## config.mk

```make
export PLATFORM = sky130hd
export DESIGN_NAME = pipe_ctrl_flat
export DESIGN_NICKNAME = d
export VERILOG_FILES = /design/src/rtl/pipe_ctrl_pkg.sv /design/src/rtl/pipe_ctrl_if.sv /design/src/rtl/pipe_stall_resolve.sv /design/src/rtl/pipe_ctrl.sv /design/src/flat_wrapper.sv
export SDC_FILE = /design/constraint.sdc
export NUM_CORES = 1
export LEC_CHECK = 0
export ABC_AREA = 1
export CORE_MARGIN = 3
export CORE_UTILIZATION = 50
export DETAILED_ROUTE_END_ITERATION = 10
export DONT_BUFFER_PORTS = 1
export SYNTH_ARGS = -nofsm -noshare
export SYNTH_HDL_FRONTEND = slang
export SYNTH_SLANG_ARGS = --single-unit
```

## constraint.sdc

```tcl
create_clock -name clk -period 1.8 [get_ports clk]
set_input_delay 0.09 -clock clk [delete_from_list [all_inputs] [get_ports clk]]
set_output_delay 0.09 -clock clk [all_outputs]
set_load 0.03 [all_outputs]
```

## src/rtl/pipe_ctrl_pkg.sv

```systemverilog
// Shared types and constants for the pipeline stall/flush controller.
package pipe_ctrl_pkg;

   localparam int unsigned NumStagesDef = 8;
   localparam int unsigned AddrWDef     = 32;

   // Exception-redirect sequencer states
   typedef enum logic [1:0] {
      StIdle  = 2'd0,
      StFlush = 2'd1,
      StRedir = 2'd2
   } state_e;

   // Inter-stage register stall pair {stall[k], stall[k+1]}
   localparam logic [1:0] PairAdvance = 2'b00;
   localparam logic [1:0] PairBubble  = 2'b10;
   localparam logic [1:0] PairHold    = 2'b11;

   // Width of the packed stall bus: one pair per inter-stage register
   function automatic int unsigned stall_bus_w(input int unsigned num_stages);
      return 2 * (num_stages - 1);
   endfunction

endpackage

```

## src/rtl/pipe_ctrl_if.sv

```systemverilog
// Request/control bundle between the pipeline and pipe_ctrl.
// Optional perf counters appear when PIPE_CTRL_PERF_CNT_EN is defined.
interface pipe_ctrl_if
   import pipe_ctrl_pkg::*;
#(
   parameter int unsigned NUM_STAGES = NumStagesDef,
   parameter int unsigned ADDR_W     = AddrWDef
) ();

   logic [NUM_STAGES-1:0]                  stallreq;
   logic                                   except_req;
   logic [ADDR_W-1:0]                      except_target;
   logic                                   fetch_ready;
   logic [NUM_STAGES-1:0]                  stall_vec;
   logic [stall_bus_w(NUM_STAGES)-1:0]     stall_bus;
   logic                                   flush;
   logic                                   redirect_valid;
   logic [ADDR_W-1:0]                      redirect_pc;
   logic                                   busy;
`ifdef PIPE_CTRL_PERF_CNT_EN
   logic [31:0]                            stall_cycles;
   logic [31:0]                            flush_count;
`endif

   // Controller side
   modport master (
      input  stallreq, except_req, except_target, fetch_ready,
`ifdef PIPE_CTRL_PERF_CNT_EN
      output stall_cycles, flush_count,
`endif
      output stall_vec, stall_bus, flush, redirect_valid, redirect_pc, busy
   );

   // Pipeline side
   modport slave (
      output stallreq, except_req, except_target, fetch_ready,
`ifdef PIPE_CTRL_PERF_CNT_EN
      input  stall_cycles, flush_count,
`endif
      input  stall_vec, stall_bus, flush, redirect_valid, redirect_pc, busy
   );

endinterface

```

## src/rtl/pipe_stall_resolve.sv

```systemverilog
// Suffix-OR stall resolution and per-register stall pair packing.
module pipe_stall_resolve
   import pipe_ctrl_pkg::*;
#(
   parameter int unsigned NUM_STAGES = NumStagesDef
) (
   input  logic [NUM_STAGES-1:0]              stallreq_i,
   input  logic                               force_zero_i,
   input  logic                               force_fetch_i,
   output logic [NUM_STAGES-1:0]              stall_vec_o,
   output logic [stall_bus_w(NUM_STAGES)-1:0] stall_bus_o
);

   logic acc;

   // An older stall freezes every younger stage; flush beats everything
   always_comb begin
      acc         = 1'b0;
      stall_vec_o = '0;
      for (int i = int'(NUM_STAGES) - 1; i >= 0; i--) begin
         acc            = acc | stallreq_i[i];
         stall_vec_o[i] = acc;
      end
      if (force_zero_i) begin
         stall_vec_o = '0;
      end else if (force_fetch_i) begin
         stall_vec_o[0] = 1'b1;
      end
   end

   // The vector is monotone (never {0,1}), so this equals {vec[k], vec[k+1]}
   always_comb begin
      stall_bus_o = '0;
      for (int k = 0; k < int'(NUM_STAGES) - 1; k++) begin
         if (!stall_vec_o[k]) begin
            stall_bus_o[2*k +: 2] = PairAdvance;
         end else if (stall_vec_o[k+1]) begin
            stall_bus_o[2*k +: 2] = PairHold;
         end else begin
            stall_bus_o[2*k +: 2] = PairBubble;
         end
      end
   end

endmodule

```

## src/rtl/pipe_ctrl.sv

```systemverilog
// Central stall/flush controller: resolves stage stalls and sequences
// exception redirection (flush pulse, then held redirect PC until fetch
// accepts). Define PIPE_CTRL_PERF_CNT_EN to add stall/flush counters.
module pipe_ctrl
   import pipe_ctrl_pkg::*;
#(
   parameter int unsigned NUM_STAGES = NumStagesDef,
   parameter int unsigned ADDR_W     = AddrWDef
) (
   input logic       clk,
   input logic       reset,
   pipe_ctrl_if.master bus
);

   state_e            state_q;
   logic              flush_q;
   logic              redirect_valid_q;
   logic              busy_q;
   logic [ADDR_W-1:0] redirect_pc_q;
   logic [NUM_STAGES-1:0] stall_vec;

   // Redirect sequencer; the newest exception always restarts the flush
   always_ff @(posedge clk) begin
      if (reset) begin
         state_q          <= StIdle;
         flush_q          <= 1'b0;
         redirect_valid_q <= 1'b0;
         busy_q           <= 1'b0;
         redirect_pc_q    <= '0;
      end else begin
         unique case (state_q)
            StIdle: begin
               if (bus.except_req) begin
                  state_q          <= StFlush;
                  flush_q          <= 1'b1;
                  redirect_valid_q <= 1'b1;
                  busy_q           <= 1'b1;
                  redirect_pc_q    <= bus.except_target;
               end
            end
            StFlush, StRedir: begin
               if (bus.except_req) begin
                  state_q          <= StFlush;
                  flush_q          <= 1'b1;
                  redirect_valid_q <= 1'b1;
                  busy_q           <= 1'b1;
                  redirect_pc_q    <= bus.except_target;
               end else if (bus.fetch_ready) begin
                  state_q          <= StIdle;
                  flush_q          <= 1'b0;
                  redirect_valid_q <= 1'b0;
                  busy_q           <= 1'b0;
               end else begin
                  state_q          <= StRedir;
                  flush_q          <= 1'b0;
                  redirect_valid_q <= 1'b1;
                  busy_q           <= 1'b1;
               end
            end
            default: begin
               state_q          <= StIdle;
               flush_q          <= 1'b0;
               redirect_valid_q <= 1'b0;
               busy_q           <= 1'b0;
            end
         endcase
      end
   end

   // Holding stage 0 in REDIR stops the PC from self-incrementing
   pipe_stall_resolve #(
      .NUM_STAGES (NUM_STAGES)
   ) u_stall_resolve (
      .stallreq_i    (bus.stallreq),
      .force_zero_i  (flush_q),
      .force_fetch_i (state_q == StRedir),
      .stall_vec_o   (stall_vec),
      .stall_bus_o   (bus.stall_bus)
   );

   assign bus.stall_vec      = stall_vec;
   assign bus.flush          = flush_q;
   assign bus.redirect_valid = redirect_valid_q;
   assign bus.redirect_pc    = redirect_pc_q;
   assign bus.busy           = busy_q;

`ifdef PIPE_CTRL_PERF_CNT_EN
   logic [31:0] stall_cycles_q;
   logic [31:0] flush_count_q;

   // Free-running wrap-around perf counters
   always_ff @(posedge clk) begin
      if (reset) begin
         stall_cycles_q <= '0;
         flush_count_q  <= '0;
      end else begin
         if (stall_vec[0] && !flush_q) begin
            stall_cycles_q <= stall_cycles_q + 32'd1;
         end
         if (flush_q) begin
            flush_count_q <= flush_count_q + 32'd1;
         end
      end
   end

   assign bus.stall_cycles = stall_cycles_q;
   assign bus.flush_count  = flush_count_q;
`endif

endmodule
```

## src/flat_wrapper.sv

```systemverilog
// flat-port wrapper written by rule: the top's interface ports become plain ports
module pipe_ctrl_flat import pipe_ctrl_pkg::*;
#(
   parameter int unsigned NUM_STAGES = NumStagesDef,
   parameter int unsigned ADDR_W     = AddrWDef
)
  (clk, reset, bus_stallreq, bus_except_req, bus_except_target, bus_fetch_ready, bus_stall_vec, bus_stall_bus, bus_flush, bus_redirect_valid, bus_redirect_pc, bus_busy);
  pipe_ctrl_if #(.NUM_STAGES(NUM_STAGES), .ADDR_W(ADDR_W)) bus_i ();
  input logic clk;
  input logic reset;
  input wire logic [$bits(bus_i.stallreq)-1:0] bus_stallreq;
  input wire logic [$bits(bus_i.except_req)-1:0] bus_except_req;
  input wire logic [$bits(bus_i.except_target)-1:0] bus_except_target;
  input wire logic [$bits(bus_i.fetch_ready)-1:0] bus_fetch_ready;
  output wire logic [$bits(bus_i.stall_vec)-1:0] bus_stall_vec;
  output wire logic [$bits(bus_i.stall_bus)-1:0] bus_stall_bus;
  output wire logic [$bits(bus_i.flush)-1:0] bus_flush;
  output wire logic [$bits(bus_i.redirect_valid)-1:0] bus_redirect_valid;
  output wire logic [$bits(bus_i.redirect_pc)-1:0] bus_redirect_pc;
  output wire logic [$bits(bus_i.busy)-1:0] bus_busy;
  assign bus_i.stallreq = bus_stallreq;
  assign bus_i.except_req = bus_except_req;
  assign bus_i.except_target = bus_except_target;
  assign bus_i.fetch_ready = bus_fetch_ready;
  assign bus_stall_vec = bus_i.stall_vec;
  assign bus_stall_bus = bus_i.stall_bus;
  assign bus_flush = bus_i.flush;
  assign bus_redirect_valid = bus_i.redirect_valid;
  assign bus_redirect_pc = bus_i.redirect_pc;
  assign bus_busy = bus_i.busy;
  pipe_ctrl #(.NUM_STAGES(NUM_STAGES), .ADDR_W(ADDR_W)) u_core (.clk(clk), .reset(reset), .bus(bus_i));
endmodule
```

==> impl_metrics.py <==
metrics = {
    "floorplan": {
        "fp.dieH_um": 60.5,
        "rows": 19,
        "core_um2": 2780,
        "start_util_pct": 53.4,
        "die_area_um2": 3660,
        "io_pins": 101,
        "die_width_um": 60.5,
    },
    "sta": {
        "fmax_ghz": 0.617,
        "final-setup-viol-count": 0,
        "period_share_pct": 90.0,
        "rsz0062_at_grt": "no",
        "tightest_slew_ps": 819,
        "slew_headroom_pct": 45.4,
        "fin_skew_ps": 3.51,
        "slew_violations": 0,
        "setup_tns_ps": 0,
        "final.min_clock_period_ps": 1620,
        "hold_viol": 0,
    },
    "clock_tree": {
        "clk_pin_slew_ps": 90,
        "h-tree-depth": 2,
        "cts_inserted_buffers": 5,
        "clockBufferDepth": 2,
        "clock-sinks": 35,
        "root_buffer": "clkbuf_4",
        "cts_tree": "done",
        "post_cts_resized": 0,
        "insertion_delay_ps": 320,
    },
    "worst_setup_path": {
        "critPathKind": "flop to output pin",
        "crit_arrival_ps": 1530,
        "cpPeakStageDelay_ps": 410,
        "crit_fanout": 8,
        "reg2reg_to": "u_core.bus.busy",
        "reg2regPathDepth": 5,
        "crit_path_top_delay_cell": "dfxtp_2",
        "worst-path-buf-inv": 2,
        "rrSetupSlack_ps": 360,
        "crit_chain": "inv_1 > ha_1 > o21ai_0 > nand4_1 > buf_4",
        "startpoint_type": "flop",
        "path_delay_family": "flip-flops",
        "crit_start": "u_core.state_q[0]",
        "r2r_start": "u_core.state_q[0]",
        "end_kind": "output pin",
        "cp.required_ps": 1710,
    },
    "finish": {
        "instances_no_fill": 263,
        "fillers": 233,
        "diodes": 0,
        "drive_gt1_share_pct": 9.05,
        "fin_area_um2": 1860,
        "area_delta_synth_final_pct": 25.0,
        "final_util_pct": 66.7,
        "nNetsFinal": 278,
    },
    "synth": {
        "netlist_area_um2": 1480,
        "ys_seq_elements": 35,
        "synth_nets": 245,
        "synth_cell_type_count": 19,
        "syn_area_per_cell_um2": 7.49,
        "synth_warnings": 0,
        "synthCells": 198,
        "seq_area_frac_synth_pct": 47.2,
    },
    "run": {
        "cap_violations": 0,
    },
    "placed_design": {
        "place_hpwl_mm": 2.28,
        "post-place-cells": 220,
        "place_congestion": 0.695,
        "post_dp_cell_area_um2": 1460,
        "io_buffer_count": 0,
    },
    "route": {
        "first_pass_iters": 4,
        "routed_wl_mm": 3.62,
        "avgRoutedWirePerCell_um": 13.8,
        "drc_errors": 0,
        "vias": 1386,
        "antenna_left": 0,
        "via_per_inst": 5.27,
        "drt_iter0_markers": 33,
    },
    "power": {
        "power_density_nw_per_um2": 904,
        "p_leak_nw": 0.828,
        "power_mw": 1.68,
        "irDropWorstVdd_uv": 786,
    },
    "global_route": {
        "grt_pass1_vias": 1273,
        "grt_max_degree": 33,
        "grt_pass1_wl_mm": 5.41,
        "grtUsageTotal_pct": 20.0,
        "overflow": 0,
        "antenna_found_initial": 0,
    },
    "hold_path": {
        "hold_end": "u_core.bus.redirect_pc[14]",
        "worstHoldStart": "reset",
        "hold_class": "primary input to flop",
        "min_path_cells": 3,
    },
    "status": {
        "status": "finished clean",
    },
}
per-stage QoR:
step	hold slack [ps]	setup slack, ps
floorplan	152	93.6
global placement	155	432
detailed placement	156	376
CTS	348	148
global route	390	19.9
finish	390	180
state kept, by name (all words and copies together), names as in the netlist:
signal	flops
u_core.bus.busy	1
u_core.state_q	2
u_core.bus.redirect_pc	32
synthesized netlist by cell type (all sizes together):
| cell | instances | area [um^2] |
|---|---|---|
| nor2 | 71 | 277 |
| dfxtp | 35 | 701 |
| nand4 | 3 | 18.8 |
| o21ai | 34 | 170 |
| nand3b | 1 | 7.51 |
| buf | 16 | 129 |
| nand3 | 3 | 15.0 |
| ha | 3 | 37.5 |
| clkbuf | 2 | 7.51 |
| nand2 | 10 | 37.5 |
| or2 | 1 | 6.26 |
| a21oi | 5 | 25.0 |
| inv | 14 | 52.6 |
where the power goes:
group | leakage, nW | switching, mW | internal, mW
Clock | 0.0293 | 0.236 | 0.152
Combinational | 0.507 | 0.211 | 0.114
Sequential | 0.291 | 0.137 | 0.829
worst max-delay path by stage:
| stage | cells after the start | slack, ps | end |
|---|---|---|---|
| 2_1_floorplan | 5 | 90 | bus_stall_vec[0] |
| 3_3_place_gp | 5 | 430 | u_core.bus.busy |
| 3_5_place_dp | 5 | 380 | u_core.bus.busy |
| 4_1_cts | 5 | 150 | bus_stall_bus[1] |
| 5_1_grt | 5 | 20 | bus_stall_bus[1] |
| 6_report | 5 | 180 | bus_stall_bus[1] |
timing repair:
action,CTS,global route
hold buffers,35,0
endpoints found under the hold margin,35,0
endpoints found under the setup margin,0,0
buffers inserted,0,0
placed cells by master, fill, tap and decap left out:
cell type and instances:
nor2_2 1, nand4_1 3, clkinv_2 1, clkbuf_1 2, o21ai_0 27, or2_2 1, dlygate4sd3_1 35, nand3b_1 1
o21ai_1 7, dfxtp_1 34, buf_4 9, dfxtp_2 1, clkbuf_4 5, inv_2 2, a21oi_1 5, inv_1 12
ha_1 3, nor2_1 69, nor2_4 1, nand3_1 3, nand2_1 10
layout make-up:
cell class	instances	area (um^2)	share of cell area (%)
flip-flops and latches	35	702	37.8
multi-input cells	131	594	32.0
repair buffers	44	418	22.5
inverters	14	52.6	2.83
clock buffers	7	45.0	2.43
well taps	31	38.8	2.09
clock inverters	1	5.00	0.270
kinds of logic (layout without fill, tap and decap cells):
family,Yosys count,after routing,share of synthesized area [%]
compound gates,39,39,13.2
fa+ha+maj,3,3,2.53
buf+inv,32,66,12.7
simple gates,89,89,24.4
flops,35,35,47.2
worst reg2reg max path: stages (launching register included):
cell and delay [ps]:
dfxtp_2 410, inv_1 130, ha_1 330, or2_2 320
nand3b_1 90, a21oi_1 60
layer usage:
layer	up-vias	track usage, %	wire length (um)
met1	617	21.2	1430
met2	77	35.6	1780
met4	0	8.36	49
met5	-	0	0
li1	685	-	-
met3	7	7.45	363
Power figures use the tool's default switching activity.
